## src/rtl/sound_mixer_i2s.sv

```systemverilog
// sound_mixer_i2s
// ---------------
// Mono audio mixer and I2S transmitter for the 6502 sound subsystem.
// The YM2151 music, POKEY effects and TMS5220 speech streams are each
// scaled by a field of the 6502-written volume register. The three products
// are summed, scaled down by 8 and saturated to 16 bits. The mixed sample is
// latched once per 64-BCLK frame. It is then sent MSB first in both the left
// and right halves of the I2S frame.
//
// Ports:
//   clk100         in   1   system clock (100 MHz)
//   rst            in   1   synchronous reset, active-high
//   vol_wr         in   1   volume register write strobe
//   vol_din        in   8   [7:5] speech vol, [4:3] effects vol, [2:0] music vol
//   ym_sample      in  16   signed music sample
//   pokey_sample   in   8   unsigned effects sample, 0x80 = silence
//   speech_sample  in  10   signed speech sample
//   clip_clr       in   1   clears the sticky clip flag
//   mix_out        out 16   signed mixed sample of the current frame
//   mix_valid      out  1   one-cycle pulse when mix_out updates
//   clip           out  1   sticky saturation flag
//   i2s_bclk       out  1   bit clock (clk100 / 32)
//   i2s_lrclk      out  1   word select, 0 = left
//   i2s_sd         out  1   serial data, MSB first
module sound_mixer_i2s (
  input  logic        clk100,
  input  logic        rst,
  input  logic        vol_wr,
  input  logic [7:0]  vol_din,
  input  logic [15:0] ym_sample,
  input  logic [7:0]  pokey_sample,
  input  logic [9:0]  speech_sample,
  input  logic        clip_clr,
  output logic [15:0] mix_out,
  output logic        mix_valid,
  output logic        clip,
  output logic        i2s_bclk,
  output logic        i2s_lrclk,
  output logic        i2s_sd
);

  // Register state
  logic [7:0]         vol_q, vol_d;
  logic signed [18:0] ym_p_q, ym_p_d;
  logic signed [18:0] fx_p_q, fx_p_d;
  logic signed [18:0] sp_p_q, sp_p_d;
  logic [15:0]        sum_q, sum_d;
  logic               sat_q, sat_d;
  logic [15:0]        mix_out_q, mix_out_d;
  logic               mix_valid_q, mix_valid_d;
  logic               clip_q, clip_d;
  logic               bclk_q, bclk_d;
  logic               lrclk_q, lrclk_d;
  logic               sd_q, sd_d;
  logic [3:0]         div_q, div_d;
  logic [5:0]         bit_cnt_q, bit_cnt_d;
  logic [15:0]        shift_q, shift_d;

  // Combinational helpers
  logic signed [18:0] ym_ext_s, mv_ext_s;
  logic signed [8:0]  fx_off_s;
  logic signed [18:0] fx_ext_s, fv_ext_s;
  logic signed [18:0] sp_ext_s, sv_ext_s;
  logic signed [20:0] sum_full_s;
  logic signed [20:0] sum_shr_s;
  logic               fall_s;
  logic               latch_s;
  logic [4:0]         slot_s;
  logic [4:0]         bit_pos_s;

  // Volume register: written directly from the 6502 data bus
  always_comb begin
    vol_d = vol_q;
    if (vol_wr) begin
      vol_d = vol_din;
    end else begin
      vol_d = vol_q;
    end
  end

  // Stage 1: per-source products. All operands are widened to 19-bit signed.
  // The volume fields are zero-extended, so they scale without changing sign.
  always_comb begin
    ym_ext_s = {{3{ym_sample[15]}}, ym_sample};
    mv_ext_s = {16'd0, vol_q[2:0]};
    // POKEY is offset-binary: recentre around zero in 9-bit two's complement
    fx_off_s = {1'b0, pokey_sample} - 9'd128;
    fx_ext_s = {{2{fx_off_s[8]}}, fx_off_s, 8'd0};
    fv_ext_s = {17'd0, vol_q[4:3]};
    sp_ext_s = {{3{speech_sample[9]}}, speech_sample, 6'd0};
    sv_ext_s = {16'd0, vol_q[7:5]};
    ym_p_d   = ym_ext_s * mv_ext_s;
    fx_p_d   = fx_ext_s * fv_ext_s;
    sp_p_d   = sp_ext_s * sv_ext_s;
  end

  // Stage 2: 21-bit sum, divide by 8, saturate to 16 bits
  always_comb begin
    sum_full_s = {{2{ym_p_q[18]}}, ym_p_q}
               + {{2{fx_p_q[18]}}, fx_p_q}
               + {{2{sp_p_q[18]}}, sp_p_q};
    sum_shr_s  = sum_full_s >>> 3;
    // The value fits in 16 bits only if bits [20:15] are all sign copies
    if ((&sum_shr_s[20:15]) || (~|sum_shr_s[20:15])) begin
      sat_d = 1'b0;
      sum_d = sum_shr_s[15:0];
    end else if (sum_shr_s[20]) begin
      sat_d = 1'b1;
      sum_d = 16'h8000;
    end else begin
      sat_d = 1'b1;
      sum_d = 16'h7FFF;
    end
  end

  // Bit-clock divider and frame slot counter
  always_comb begin
    div_d  = div_q + 4'd1;
    fall_s = (div_q == 4'd15) && bclk_q;
    if (div_q == 4'd15) begin
      bclk_d = ~bclk_q;
    end else begin
      bclk_d = bclk_q;
    end
    if (fall_s) begin
      bit_cnt_d = bit_cnt_q + 6'd1;
    end else begin
      bit_cnt_d = bit_cnt_q;
    end
    // Frame boundary: the falling edge on which the slot counter wraps to 0
    latch_s = fall_s && (bit_cnt_q == 6'd63);
  end

  // Frame latch, valid pulse and sticky clip flag
  always_comb begin
    mix_valid_d = latch_s;
    if (latch_s) begin
      mix_out_d = sum_q;
      shift_d   = sum_q;
    end else begin
      mix_out_d = mix_out_q;
      shift_d   = shift_q;
    end
    clip_d = clip_q;
    if (clip_clr) begin
      clip_d = 1'b0;
    end else begin
      clip_d = clip_q;
    end
    // A saturating latch overrides a simultaneous clear
    if (latch_s && sat_q) begin
      clip_d = 1'b1;
    end else begin
      clip_d = clip_d;
    end
  end

  // I2S word select and serial data, updated only on BCLK falling edges
  always_comb begin
    slot_s    = bit_cnt_d[4:0];
    bit_pos_s = 5'd16 - slot_s;
    lrclk_d   = lrclk_q;
    sd_d      = sd_q;
    if (fall_s) begin
      lrclk_d = bit_cnt_d[5];
      // Slot 0 of each half is 0 and slots 1..16 carry the sample MSB
      // first; at slot 0 the shift source may still hold the old frame.
      if ((slot_s >= 5'd1) && (slot_s <= 5'd16)) begin
        sd_d = shift_q[bit_pos_s[3:0]];
      end else begin
        sd_d = 1'b0;
      end
    end else begin
      lrclk_d = lrclk_q;
      sd_d    = sd_q;
    end
  end

  // State registers with synchronous reset
  always_ff @(posedge clk100) begin
    if (rst) begin
      vol_q       <= 8'h00;
      ym_p_q      <= 19'sd0;
      fx_p_q      <= 19'sd0;
      sp_p_q      <= 19'sd0;
      sum_q       <= 16'h0000;
      sat_q       <= 1'b0;
      mix_out_q   <= 16'h0000;
      mix_valid_q <= 1'b0;
      clip_q      <= 1'b0;
      bclk_q      <= 1'b0;
      lrclk_q     <= 1'b0;
      sd_q        <= 1'b0;
      div_q       <= 4'd0;
      bit_cnt_q   <= 6'd0;
      shift_q     <= 16'h0000;
    end else begin
      vol_q       <= vol_d;
      ym_p_q      <= ym_p_d;
      fx_p_q      <= fx_p_d;
      sp_p_q      <= sp_p_d;
      sum_q       <= sum_d;
      sat_q       <= sat_d;
      mix_out_q   <= mix_out_d;
      mix_valid_q <= mix_valid_d;
      clip_q      <= clip_d;
      bclk_q      <= bclk_d;
      lrclk_q     <= lrclk_d;
      sd_q        <= sd_d;
      div_q       <= div_d;
      bit_cnt_q   <= bit_cnt_d;
      shift_q     <= shift_d;
    end
  end

  assign mix_out   = mix_out_q;
  assign mix_valid = mix_valid_q;
  assign clip      = clip_q;
  assign i2s_bclk  = bclk_q;
  assign i2s_lrclk = lrclk_q;
  assign i2s_sd    = sd_q;

endmodule

```

## config.mk

```make
export PLATFORM = sky130hd
export DESIGN_NAME = sound_mixer_i2s
export DESIGN_NICKNAME = d
export VERILOG_FILES = /design/src/rtl/sound_mixer_i2s.sv
export SDC_FILE = /design/constraint.sdc
export NUM_CORES = 1
export LEC_CHECK = 0
export ABC_AREA = 0
export BUFFER_PORTS_ARGS = -buffer_cell sky130_fd_sc_hd__clkbuf_2
export CAP_MARGIN = 20
export CORE_ASPECT_RATIO = 1.2
export CORE_MARGIN = 2
export CORE_UTILIZATION = 50
export CTS_CLUSTER_DIAMETER = 100
export DETAILED_ROUTE_END_ITERATION = 10
export PLACE_DENSITY = 0.83
export SLEW_MARGIN = 25
export SYNTH_ARGS = -nofsm -noshare
export SYNTH_HDL_FRONTEND = slang
export SYNTH_SLANG_ARGS = --single-unit
```

## constraint.sdc

```tcl
create_clock -name clk100 -period 3.6 [get_ports clk100]
set_clock_uncertainty 0.2 [all_clocks]
set_input_delay 0.18 -clock clk100 [delete_from_list [all_inputs] [get_ports clk100]]
set_output_delay 0.18 -clock clk100 [all_outputs]
set_load 0.02 [all_outputs]
```

==> impl_metrics.json <==
{
  "regArea_sq_mm": 0.00193,
  "drcViolationCount": 0,
  "antenna_found_initial": 0,
  "dr.pass1.iters": 4,
  "grt_pass1_vias": 5809,
  "reg2reg_depth": 13,
  "drt-initial-drc-count": 253,
  "synth_compound_area_frac": 0.132,
  "synthAdderAreaFrac": 0.255,
  "layout_common_cells": "inv_1 (98), dfxtp_1 (94), nor2_1 (83), ha_1 (83), nand2_1 (72)",
  "cp-endpoint": "ym_p_q[15]",
  "dp_hpwl_um": 11100,
  "max_cap_viol_count": 0,
  "clk_pin_slew_ps": 70,
  "synthMuxAreaShare": 0.0315,
  "start_kind": "register",
  "synth_top_area_cell": "dfxtp_1",
  "period_share": 0.980,
  "layout_commonest_cell": "inv_1",
  "r2r_start": "vol_q[1]",
  "place_ws_ps": 32.4,
  "die_w_um": 115,
  "synth_top_family_by_area": "adder cells",
  "drive_gt1_frac": 0.149,
  "clk_latency_ps": 350,
  "synth_xor_area_frac": 0.0598,
  "wirelength_um": 14900,
  "syn_nets": 1032,
  "powerDensity_mw_per_mm2": 332,
  "tightest_slew_ps": 774,
  "cts_htree_levels": 3,
  "antennaDiodeCount": 0,
  "synthCells": 858,
  "reg2reg_slack_ps": 70,
  "cts_root_buffer": "clkbuf_16",
  "status": "finished, final reports clean",
  "ant_nets": 0,
  "final_core_util": 0.590,
  "ys_seq_area_frac": 0.259,
  "portBuffers": 66,
  "gp_congestion": 0.855,
  "die_area_sq_mm": 0.0158,
  "fin_ws_ps": 70.3,
  "viasPerCell": 5.20,
  "slew_viol_final": 0,
  "grt_max_degree": 115,
  "ys_ff_latch": 96,
  "synth-simple-area-share": 0.194,
  "overflow": 0,
  "path_max_fanout": 8,
  "ys_warn_count": 0,
  "syn_to_final_growth_pct": 14.9,
  "core_sq_mm": 0.0145,
  "p_leak_uw": 0.00409,
  "syn_area_sq_mm": 0.00742,
  "hold_violations": 0,
  "criticalPathCategory": "register to register",
  "pin_count": 67,
  "multi_input_area_sq_mm": 0.00512,
  "min_path_type": "primary input to register",
  "required_ps": 3640,
  "synth_flop_cell": "dfxtp_1",
  "nets": 1104,
  "synth_top_area_frac": 0.259,
  "crit_arrival_ps": 3570,
  "cts.path.max_buffers": 2,
  "power_uw": 2830,
  "period_needed_ps": 3530,
  "postSynthAreaPerCell_sq_um": 8.65,
  "via_count": 5898,
  "placed_area_sq_mm": 0.00798,
  "ir_drop_mv": 0.204,
  "num-fill-cells": 1262,
  "cts_sinks": 96,
  "wire_per_inst_um": 13.1,
  "cts_tree": "built",
  "start_util": 0.513,
  "synth_edf_count": 0,
  "grtUsageTotal": 0.194,
  "netlist_top_cells_area": "dfxtp_1 (26%), ha_1 (15%), fa_1 (11%)",
  "slew_headroom": 0.484,
  "rr_endpoint": "ym_p_q[15]",
  "finalSetupViolations": 0,
  "die_h_um": 137,
  "max_freq_mhz": 283,
  "async_reset_ff_frac": 0,
  "crit_start": "vol_q[1]",
  "endpoint_kind": "register",
  "fin_area_sq_mm": 0.00853,
  "cts_made_buffers": 9,
  "rows": 48,
  "grt_first_pass_wirelength_um": 24900,
  "yosysUniqueCellTypes": 62
}
==> routing by layer <==
layer | up-vias | global-route usage | share of wire
li1 | 2985 | - | -
met1 | 2777 | 0.216 | 0.42
met2 | 108 | 0.371 | 0.53
met3 | 28 | 0.0273 | 0.032
met4 | 0 | 0.0689 | 0.019
met5 | - | 0 | 0
==> logic make-up (layout without fill, tap and decap cells) <==
group / Yosys count / after routing
AND/OR/NAND/NOR: 293 / 293
flip-flops: 96 / 96
AO/OA/AOI/OAI: 143 / 143
XOR/XNOR: 49 / 49
adder cells (fa/ha/maj): 128 / 128
multiplexers: 18 / 18
buffers and inverters: 131 / 207
==> worst max-delay path: stages, from the launching register on <==
cell and delay, ps:
dfxtp_4 370, and2_4 140, ha_4 260, inv_2 30
fa_1 520, inv_2 50, ha_4 220, a211o_1 310
o211ai_1 310, a21oi_2 130, a2111oi_4 340, buf_4 180
a21oi_2 60, mux2_4 300
==> Yosys cell counts, types with 3 or more instances <==
cell / instances
clkbuf_1: 23
nand3_1: 10
o21ai_0: 19
and2_1: 66
buf_1: 3
nor2b_1: 16
a211oi_1: 9
xor2_1: 21
or3_1: 4
xnor2_1: 26
a2111oi_0: 5
mux4_2: 4
o31ai_1: 3
nor3_1: 9
mux2_2: 3
inv_1: 100
ha_1: 89
a21oi_1: 45
nand2b_1: 18
dfxtp_1: 96
o21bai_1: 4
a21o_1: 12
and3_1: 3
o21a_1: 5
nand2_1: 72
fa_1: 39
nor2_1: 83
mux2i_1: 11
o22ai_1: 18
o211ai_1: 4
==> layout make-up <==
cell class                 instances  share of cell area
clock buffer                       9              0.0264
clock inverter                     6             0.00880
inverter                         101              0.0444
multi-input combinational        631               0.600
sequential                        96               0.226
tap                              200              0.0293
timing repair buffer              91              0.0647
==> stage by stage <==
step	TNS [ps]	cells	hold WS (ps)
3_5_place_dp	0	1106	213
3_3_place_gp	0	1106	216
6_report	0	1134	114
5_1_grt	-95.5	1134	156
2_1_floorplan	-1.01	858	103
4_1_cts	0	1132	114
==> power by group <==
group / switching, uW / internal (uW)
Sequential: 47.6 / 1160
Clock: 425 / 545
Combinational: 369 / 284
Total: 841 / 1990
==> flip-flops by register name (all words and copies together) (netlist names), 4 cells and up <==
name,flops
sum_q,16
div_q,4
sp_p_q,13
fx_p_q,11
vol_q,8
shift_q,16
bit_cnt_q,6
ym_p_q,16
==> worst min path at each step <==
| stage | from | end | cells after the start |
|---|---|---|---|
| 2_1_floorplan | pokey_sample[0] | fx_p_q[8] | 2 |
| 3_3_place_gp | vol_din[7] | vol_q[7] | 3 |
| 3_5_place_dp | pokey_sample[0] | fx_p_q[8] | 3 |
| 6_report | rst | vol_q[5] | 2 |
| 4_1_cts | speech_sample[1] | sp_p_q[7] | 4 |
| 5_1_grt | speech_sample[1] | sp_p_q[7] | 4 |
==> timing repair <==
action / 4_1_cts / 5_1_grt
buffers inserted: 0 / 2
gates cloned: 0 / 0
pin swaps: 0 / 10
hold buffers: 11 / 0
endpoints found under the hold margin: 11 / 0
setup endpoints to repair: 1 / 8
gates resized for setup: 1 / 26
(Power assumes the default switching activity.)
